File: src/rtl/seg7_pkg.sv
// rtl/seg7_pkg.sv - shared types, segment table and default parameters for seg7_scan
package seg7_pkg;

    // Scan FSM: all digits dark (dead time) or one digit driven
    typedef enum logic {
        BLANK = 1'b0,
        ON    = 1'b1
    } state_t;

    localparam int NDIG_DEF      = 4;
    localparam int PRESCALE_DEF  = 1000;
    localparam int BLANK_CYC_DEF = 8;

    // Hex 0..F to segments, bit order {g,f,e,d,c,b,a}, active-high
    localparam logic [6:0] SEG_TABLE [16] = '{
        7'h3F, 7'h06, 7'h5B, 7'h4F, 7'h66, 7'h6D, 7'h7D, 7'h07,
        7'h7F, 7'h6F, 7'h77, 7'h7C, 7'h39, 7'h5E, 7'h79, 7'h71
    };

endpackage

File: src/rtl/hex_to_seg7.sv
// rtl/hex_to_seg7.sv - combinational 4-bit hex to 7-segment decoder
module hex_to_seg7
    import seg7_pkg::*;
(
    input  logic [3:0] hex,
    output logic [6:0] seg
);

    assign seg = SEG_TABLE[hex];

endmodule

File: src/rtl/seg7_scan.sv
// rtl/seg7_scan.sv - multiplexed 7-segment scanner with dead-time blanking; SEG7_LZB_EN enables leading-zero blanking
module seg7_scan
    import seg7_pkg::*;
#(
    parameter int NDIG      = NDIG_DEF,
    parameter int PRESCALE  = PRESCALE_DEF,
    parameter int BLANK_CYC = BLANK_CYC_DEF
) (
    input  logic              clk,
    input  logic              res,
    input  logic              load,
    input  logic [4*NDIG-1:0] din,
    output logic [6:0]        seg,
    output logic [NDIG-1:0]   dig,
    output logic              frame
);

    localparam int IW   = $clog2(NDIG);
    localparam int CMAX = (PRESCALE > BLANK_CYC) ? PRESCALE : BLANK_CYC;
    localparam int CW   = (CMAX < 2) ? 1 : $clog2(CMAX);

    state_t            state;
    logic [IW-1:0]     idx;
    logic [IW-1:0]     nidx;
    logic [CW-1:0]     cnt;
    logic [4*NDIG-1:0] val;
    logic [3:0]        nib;
    logic [6:0]        dec;
    logic [6:0]        seg_next;

    // Digit that the next BLANK->ON transition will light
    assign nidx = (idx == IW'(NDIG - 1)) ? '0 : idx + 1'b1;

    // Pick the nibble of the upcoming digit from the value register
    always_comb begin
        nib = 4'h0;
        for (int i = 0; i < NDIG; i++) begin
            if (nidx == IW'(i)) begin
                nib = val[i*4 +: 4];
            end
        end
    end

    hex_to_seg7 u_dec (
        .hex (nib),
        .seg (dec)
    );

`ifdef SEG7_LZB_EN
    logic upper_zero;

    // Upcoming digit and every more-significant digit are all zero
    always_comb begin
        upper_zero = 1'b1;
        for (int i = 0; i < NDIG; i++) begin
            if (IW'(i) >= nidx && val[i*4 +: 4] != 4'h0) begin
                upper_zero = 1'b0;
            end
        end
    end

    // Digit 0 is never blanked so an all-zero value still shows "0"
    assign seg_next = (nidx != '0 && upper_zero) ? 7'h00 : dec;
`else
    assign seg_next = dec;
`endif

    // Value register, written only by load
    always_ff @(posedge clk or negedge res) begin
        if (!res) begin
            val <= '0;
        end else if (load) begin
            val <= din;
        end
    end

    // Scan FSM: dead time, then drive one digit for PRESCALE cycles
    always_ff @(posedge clk or negedge res) begin
        if (!res) begin
            state <= BLANK;
            idx   <= IW'(NDIG - 1);
            cnt   <= '0;
            seg   <= 7'h00;
            dig   <= '0;
            frame <= 1'b0;
        end else begin
            frame <= 1'b0;
            case (state)
                BLANK: begin
                    if (cnt == CW'(BLANK_CYC - 1)) begin
                        state <= ON;
                        cnt   <= '0;
                        idx   <= nidx;
                        dig   <= NDIG'(1) << nidx;
                        seg   <= seg_next;
                        frame <= (nidx == '0);
                    end else begin
                        cnt <= cnt + 1'b1;
                    end
                end
                ON: begin
                    if (cnt == CW'(PRESCALE - 1)) begin
                        state <= BLANK;
                        cnt   <= '0;
                        dig   <= '0;
                        seg   <= 7'h00;
                    end else begin
                        cnt <= cnt + 1'b1;
                    end
                end
                default: begin
                    state <= BLANK;
                    cnt   <= '0;
                    dig   <= '0;
                    seg   <= 7'h00;
                end
            endcase
        end
    end

endmodule

File: config.mk
export PLATFORM = sky130hd
export DESIGN_NAME = seg7_scan
export DESIGN_NICKNAME = d
export VERILOG_FILES = /design/src/rtl/seg7_pkg.sv /design/src/rtl/hex_to_seg7.sv /design/src/rtl/seg7_scan.sv
export SDC_FILE = /design/constraint.sdc
export NUM_CORES = 1
export LEC_CHECK = 0
export ABC_AREA = 1
export CAP_MARGIN = 20
export CORE_MARGIN = 3
export CORE_UTILIZATION = 48
export CTS_BUF_LIST = sky130_fd_sc_hd__clkbuf_8 sky130_fd_sc_hd__clkbuf_16
export DETAILED_ROUTE_END_ITERATION = 16
export PLACE_DENSITY = 0.71
export SKIP_CTS_REPAIR_TIMING = 1
export SLEW_MARGIN = 10
export SYNTH_ARGS = -nofsm -noshare
export SYNTH_HDL_FRONTEND = slang
export SYNTH_SLANG_ARGS = --single-unit
File: constraint.sdc
create_clock -name clk -period 2.2 [get_ports clk]
set_input_delay 0.44 -clock clk [delete_from_list [all_inputs] [get_ports clk]]
set_output_delay 0.44 -clock clk [all_outputs]
set_load 0.02 [all_outputs]
== After elaboration in Yosys (flattened, before gate mapping) ==
Memories as Yosys holds them, arrays and structs flattened.
Cells that the tools add are included.

* Memories kept: 1
* Register bits: 41
* Bits of input ports: 19
* Bits in read-only memories: 112

* $lt $le $gt $ge: 1
* $add $sub $neg: 2
* Multiplexer cells: 21
* Bitwise operators: 2
* Eq/ne operators: 8
* Shift operators: 1
* Reduce and logical (&&, ||, !) cells: 3

{| class="wikitable"
|+ Memories
! name !! words !! width !! rd ports !! clocked after memory_dff !! write ports !! RTL line !! source
|-
| (no name shown) || 16 || 7 || 1 || 0 || 0 || hex_to_seg7.sv:9 || <nowiki>assign seg = SEG_TABLE[hex];</nowiki>
|}

{| class="wikitable"
|+ Operator list
! operator !! count
|-
| $mux W7 || 4
|-
| $mux W4 || 6
|-
| $mux W10 || 2
|-
| $pmux W10 S2 || 1
|-
| $pmux W7 S2 || 1
|-
| $add A10 B1 Y10 const B || 1
|-
| $eq A10 B10 Y1 const B || 1
|-
| $eq A10 B3 Y1 const B || 1
|-
| $pmux W4 S2 || 1
|-
| $eq A2 B2 Y1 const B || 3
|-
| $ge A5 B5 Y1 const B || 1
|-
| $not A4 Y5 || 1
|-
| $mux W1 || 4
|-
| $reduce_and A2 Y1 || 2
|-
| $shl A1 B2 Y4 const A || 1
|-
| $add A2 B1 Y2 const B || 1
|-
| $eq A2 B1 Y1 const B || 1
|-
| $logic_not A2 Y1 || 1
|-
| $mux W2 || 1
|-
| $ne A2 B1 Y1 const B || 1
|-
| $ne A2 B2 Y1 const B || 1
|-
| $pmux W1 S2 || 1
|-
| $not A1 Y1 || 1
|}

== Logic depth before layout (Yosys ltp) ==
* Word-level depth: 13
* Depth in mapped cells: 15

== By module ==
From an unflattened synthesis, not the netlist that was laid out.

* Cells, all modules: 276
* Area total of the unflattened synthesis: 2238.4 um2

{| class="wikitable"
|+ Modules (own cells, without submodules)
! module !! area an instance (um2) !! cells an instance !! sequential area each (um2) !! times used
|-
| seg7_scan || 1968.1 || 224 || 1028.5 || 1
|-
| hex_to_seg7 || 270.3 || 52 || 0.0 || 1
|}

== Worst setup path before layout ==
Ideal clock, no wire load.

* Path kind: register to register
* From: reg idx[1]
* To: reg seg[1]
* Slack: 34 ps
* Path buffers: 1
* Stages on the path, launching flop included: 14
* Arrival: 2049 ps
* Data required time: 2084 ps
* Cells stage by stage: dfstp_2 > inv_1 > ha_1 > buf_2 > a21oi_1 > nand2_1 > a21boi_0 > ha_1 > inv_1 > nand2_1 > nand2_1 > nand2_1 > nand2_1 > nand2_1

* Word-level cells in the longest chain between the ends: 13

{| class="wikitable"
|+ RTL lines
! element !! RTL line !! source
|-
| start, declared || seg7_scan.sv:23 || <nowiki>logic [IW-1:0] idx;</nowiki>
|-
| start signal, assigned || seg7_scan.sv:81 || <nowiki>idx <= IW'(NDIG - 1);</nowiki>
|-
| start signal, assigned || seg7_scan.sv:93 || <nowiki>idx <= nidx;</nowiki>
|-
| $add A2 B1 Y2 or $eq A2 B2 Y1 (tied branches) || seg7_scan.sv:32 || <nowiki>assign nidx = (idx == IW'(NDIG - 1)) ? '0 : idx + 1'b1;</nowiki>
|-
| $mux W2 (*) || seg7_scan.sv:32 ||
|-
| $logic_not A2 Y1 || seg7_scan.sv:38 || <nowiki>if (nidx == IW'(i)) begin</nowiki>
|-
| $mux W4 (3 in series) || seg7_scan.sv:38 ||
|-
| $mux W4 (*) || seg7_scan.sv:38 ||
|-
| $not A4 Y5 (implied by the code) (*) || hex_to_seg7.sv:9 ||
|-
| $mem_v2 Z16 W7 (*) || - ||
|-
| $mux W7 (implied by the code) (*) (2 in series) || hex_to_seg7.sv:9 ||
|-
| $mux W7 (*) || seg7_scan.sv:90 || <nowiki>if (cnt == CW'(BLANK_CYC - 1)) begin</nowiki>
|-
| $pmux W7 S2 (*) || seg7_scan.sv:88 || <nowiki>case (state)</nowiki>
|-
| end signal, assigned || seg7_scan.sv:95 || <nowiki>seg <= seg_next;</nowiki>
|-
| end, declared || seg7_scan.sv:13 || <nowiki>output logic [6:0] seg,</nowiki>
|}

Every way passes the cells marked *; elsewhere a longest branch is shown, timed or not. The select of a mux whose other input is x is not followed.
A chain may end at the register's enable or synchronous reset.

== Worst setup path in the final report ==
* From: reg idx[0]
* To: reg seg[1]

Same word-level chain as after synthesis.

==> run_results.csv <==
group,metric,value,unit
synth,ys_top_cells_by_area,"dfrtp_1, nand2_1, ha_1, mux2_2, inv_1",
synth,syn_area_per_cell,8.64,sq um
synth,yosys_warnings,0,
routing,post_drt_via_cell_ratio,4.96,
clocking,cts_tree,"yes",
placed_design,dp_slack,0.0334,ns
placed_design,io_buffers,30,
run,cap_viol_max_count,0,
timing,setup_viol,0,
timing,min_period_over_period,92.9,%
critical_path,crit_type,"reg -> reg",
timing,tightest_slew,0.511,ns
floorplanning,pin_count,31,
cells_and_area,instances_no_fill,332,
cells_and_area,final_area,2620,sq um
routing,dr.pass1.iters,4,
global_route,grt_max_degree,27,
cells_and_area,fin_util,63.7,%
critical_path,end_kind,"register",
timing,finalClockSkew,0.00841,ns
timing,timing.final.max_slew_violations,0,
synth,async_reset_ff_share,100,%
synth,syn-cell-area,2090,sq um
cells_and_area,seqCellArea,1030,sq um
timing,layout_min_cycle_time,2.04,ns
critical_path,cpPeakStageDelay,0.57,ns
pwr,vdd_drop_max,382,uV
clocking,cts.sinks,41,
critical_path,worstPathCellList,"inv_2, ha_4, inv_2, nand3_1, nand2_1, a21boi_1, buf_4, ha_1, inv_1, nand2_1, nand2_1, nand2_1, nand2_1, nand2_1",
cells_and_area,antenna_cells,0,
synth,synthTopCellsByCount,"nand2_1, dfrtp_1, inv_1",
floorplanning,num_rows,23,
critical_path,critPathBufInv,4,
synth,synth_top_area_share,46.7,%
critical_path,path_delay_family,"flip-flops",
synth,yosysTopAreaCell,"dfrtp_1",
floorplanning,die_h,72,microns
critical_path,cp.required,2.40,ns
global_route,antenna_found_initial,0,
clocking,clk_pin_slew,0.08,ns
placed_design,placed_area,2470,sq um
clocking,ctsLongestPathBuffers,2,
synth,syn_nets,272,
timing,max-slew-margin-rel,65.8,%
cells_and_area,drive_above_1_share,16.0,%
timing,postLayoutSetupSlackWorst,0.156,ns
floorplanning,core,4120,sq um
placed_design,place.gp.congestion,0.844,
clocking,htree_levels,2,
synth,ys_ff_latch,41,
placed_design,dp.cells,322,
clocking,cts-root-buf,"clkbuf_8",
routing,drtIter0Drc,103,
routing,wl_per_cell,12.5,microns
clocking,clock_latency,0.30,ns
synth,synthCells,242,
floorplanning,die_area,5180,sq um
timing,hold_viol,0,
global_route,gr-usage-all-layers,18.0,%
min_path,hold_path_class,"in -> async",
cells_and_area,multi_input_area,966,sq um
cells_and_area,area_growth,25.3,%
critical_path,slowest_stage,"dfstp_2",
synth,synth_most_common_cell,"nand2_1",
global_route,grt_pass1_wl,7160,microns
synth,dominantRegCellSynth,"dfrtp_1",
global_route,grt_pass1_vias,1598,
synth,synth_cell_types,28,
routing,antenna_left,0,
pwr,p_leak,1.25,nW
routing,drc,0,
clocking,cts_buffers,5,
critical_path,cp.arrival,2.24,ns
pwr,p_total,1.59,mW
routing,drt-total-wl,4140,microns
floorplanning,die_w,72,microns
run_status,status,"finished, final reports clean",
global_route,overflow,0,
floorplanning,start_util,50.8,%
critical_path,cp_max_fo,5,
synth,ys_seq_area_share,49.2,%
timing,hold_ws,0.0487,ns
placed_design,dpl.hpwl,3080,microns
pwr,power_density,605,nW/um^2
timing,fmax,489,MHz
critical_path,critPathLaunchType,"register",
cells_and_area,nets,311,
critical_path,worst_path_most_repeated_cell,"nand2_1",
timing,setup_tns,0,ns
routing,vias,1648,
cells_and_area,n_fill_cell,369,
synth,synth_edf_count,0,
[path summary, 6_finish.rpt]
check | startpoint | to | slack (ns) | depth (start not counted)
worst min-delay path | res | dig[3]$_DFFE_PN0P_ | 0.05 | 1
worst min register to register | seg[3]$_DFFE_PN0P_ | seg[3]$_DFFE_PN0P_ | 0.48 | 2
worst max-delay path | idx[0]$_DFFE_PN1P_ | seg[1]$_DFFE_PN0P_ | 0.16 | 14
worst max register to register | idx[0]$_DFFE_PN1P_ | seg[1]$_DFFE_PN0P_ | 0.16 | 14
min in group clk | seg[3]$_DFFE_PN0P_ | seg[3]$_DFFE_PN0P_ | 0.48 | 2
max in group asynchronous | res | idx[0]$_DFFE_PN1P_ | 1.61 | 2
[cells in the final DEF (no fill, tap or decap), types with 5 or more instances in the layout]
master	netlist	layout
a21oi_1	10	10
buf_4	0	7
clkbuf_8	0	6
clkdlybuf4s50_1	0	29
dfrtp_1	39	39
ha_1	11	7
inv_1	25	23
inv_2	3	7
mux2_2	11	11
nand2_1	67	66
nand3_1	16	16
nor2_1	18	18
o21ai_0	12	11
o21ai_1	4	5
[state kept, by name (all words and copies together), names as in the netlist]
register	count
dig	4
idx	2
frame	1
cnt	10
val	16
seg	7
state	1
[power by group]
part / switching [mW] / leakage, nW / internal, mW
combinational: 0.134 / 0.713 / 0.130
clock: 0.248 / 0.0538 / 0.246
sequential: 0.0244 / 0.483 / 0.803
[metal layers]
metal / track usage, % / wire (microns) / vias to the layer above
li1: - / - / 851
met1: 23.3 / 1930 / 749
met2: 28.7 / 1950 / 40
met3: 5.40 / 179 / 8
met4: 6.26 / 77 / 0
met5: 0 / 0 / -
[logic make-up (layout without fill, tap and decap cells)]
kind of cell	after synthesis	after routing	synth area share, %
xor+xnor	4	4	1.68
buf+inv	34	74	6.64
simple gates	112	112	22.7
mux	11	11	5.92
compound gates	29	29	7.30
fa+ha+maj	11	11	6.58
flops	41	41	49.2
[final cells by class]
type                            instances  area share (%)
Clock buffer                            6            3.15
Sequential cell                        41            39.3
Clock inverter                          2           0.287
Multi-Input combinational cell        167            36.9
Inverter                               28            4.01
Timing Repair Buffer                   38            14.0
Tap cell                               50            2.39
(Power assumes the default switching activity.)
==> RTL change (config.mk and constraints unchanged) <==
Add a define of `SEG7_LZB_EN`.
--- a/src/rtl/seg7_scan.sv
+++ b/src/rtl/seg7_scan.sv
@@ -1,4 +1,6 @@
 // rtl/seg7_scan.sv - multiplexed 7-segment scanner with dead-time blanking; SEG7_LZB_EN enables leading-zero blanking
+`define SEG7_LZB_EN
+
 module seg7_scan
     import seg7_pkg::*;
 #(
Function: changed (a bounded check fails within 10 cycles, from zero or initial values).
==> RTL change against the original RTL <==
Count of clock-buffer cells in the layout shrank 1; sequential cell count is the same; synthesized area grew 7.3%; power shrank 0.31%; wire length grew 11%; worst setup slack gained 10 ps; clock power shrank 0.8%; final area grew 3.7%; non-clock buffer count shrank 2; cell count grew 9.9%; critical path type unchanged; critical endpoint unchanged; largest power group unchanged.
==> RTL change: results <==
metrics = {
    "place": {
        "port_buffers": 30,
        "place_hpwl_mm": 3.41,
        "gp_congestion": 0.875,
    },
    "layout": {
        "antenna_cells": 0,
        "top_register": "val",
        "fillers": 413,
        "nets": 343,
        "top_regs": "val (16), cnt (10), seg (7)",
        "drive_gt1_share_pct": 14.4,
    },
    "synthesis": {
        "ys_types": 29,
        "yosys-top-cells-count": "nand2_1, dfrtp_1, inv_1",
        "synth.area.top_cells": "dfrtp_1, nand2_1, nand3_1, ha_1, inv_1",
        "ys_dominant_reg_cell": "dfrtp_1",
        "ys_seq_area_share_pct": 45.8,
        "yosysWarningCount": 0,
        "synth_nets": 306,
        "ys_async_sr_fraction_pct": 100,
    },
    "detailed_routing": {
        "met3_wirelength_microns": 188,
        "first_iter_violations": 72,
        "via_per_inst": 4.98,
        "drt-met1-wl_mm": 2.19,
        "first_pass_iters": 4,
        "wl_per_cell_microns": 12.6,
        "top_layer": "met4",
        "met2_length_mm": 2.14,
    },
    "clocking": {
        "clk_pin_slew_worst_paths_ps": 80,
        "cts.root.buffer_cell": "clkbuf_8",
        "insertion_delay_ps": 300,
        "cts_buffers": 5,
        "htree_num_levels": 2,
        "cts_max_path_buffers": 2,
    },
    "critical_path": {
        "max_stage_delay_ps": 560,
        "cp.arrival_ps": 2230,
        "crit_path_end_kind": "flop",
        "worst_path_dominant_cell_family": "flip-flops",
        "slowest_stage": "dfstp_2",
        "cp_max_fo": 5,
        "timing.critical_path.from": "idx[0]",
    },
    "global_route": {
        "grtUsageTotal_pct": 17.8,
        "grt_first_pass_wirelength_mm": 7.58,
        "grt_max_degree": 42,
        "antenna_found_initial": 0,
        "grt_pass1_vias": 1644,
    },
    "power_and_ir_drop": {
        "ir_drop_v": 0.000349,
        "leakage_nw": 1.32,
    },
    "timing": {
        "max-slew-margin-rel_pct": 63.8,
        "finClkSkew_ps": 8.16,
        "final_hold_viol_count": 0,
    },
    "hold_path": {
        "hp-class": "in2async",
    },
    "outcome": {
        "outcome": "finished, final reports clean",
    },
}
[RTL change: area by class of cell]
cell class                      instances  area [sq um]  share of cell area, %
Inverter                               42           159                   5.85
Tap cell                               52          65.1                   2.39
Clock buffer                            5          68.8                   2.53
Clock inverter                          3          17.5                  0.645
Sequential cell                        41          1030                   37.8
Timing Repair Buffer                   36           340                   12.5
Multi-Input combinational cell        186          1040                   38.2
[RTL change: worst reg2reg max path, delay by kind of cell, from the launching register on]
kind	cells	cell delay (ps)
AND/OR/NAND/NOR	8	540
buffers and inverters	4	310
flip-flops	1	560
adder cells (fa/ha/maj)	2	520
[RTL change: metal layers]
layer,global-route usage [%],vias up
met4,5.93,0
met2,28.5,36
met3,4.46,5
met1,23.7,832
met5,0,-
li1,-,946
[RTL change: kinds of logic after synthesis]
| group | count (synthesis) | share of synthesized area (%) |
|---|---|---|
| buf+inv | 48 | 8.53 |
| simple gates | 131 | 26.3 |
| flops | 41 | 45.8 |
| mux | 6 | 3.01 |
| compound gates | 32 | 7.70 |
| xor+xnor | 5 | 1.95 |
| fa+ha+maj | 12 | 6.69 |
[RTL change: path summary, 6_finish.rpt]
check                         end  slack [ps]  depth (start not counted)
max in group asynchronous  idx[0]        1630                          2
min                        seg[5]         190                          2
max                        seg[1]         170                         14
min in group clk           cnt[7]         470                          1
min reg2reg                cnt[7]         470                          1
max reg2reg                seg[1]         170                         14
[RTL change: report_power, final]
part | internal, W | switching, W | leakage [nW] | total [W]
combinational | 0.000121 | 0.000141 | 0.793 | 0.000262
clock | 0.000219 | 0.000271 | 0.0439 | 0.000490
sequential | 0.000801 | 0.0000278 | 0.486 | 0.000829
[RTL change: metrics by stage]
step / setup WS (ps) / cells / area [sq um] / hold WS, ps / TNS [ps]
4_1_cts: 39.0 / 363 / 2690 / 213 / 0
6_report: 167 / 365 / 2720 / 185 / 0
3_5_place_dp: 39.1 / 355 / 2600 / 466 / 0
3_3_place_gp: 98.3 / 355 / 2600 / 456 / 0
2_1_floorplan: 179 / 275 / 2240 / 144 / 0
5_1_grt: -29.9 / 365 / 2720 / 224 / -67.3
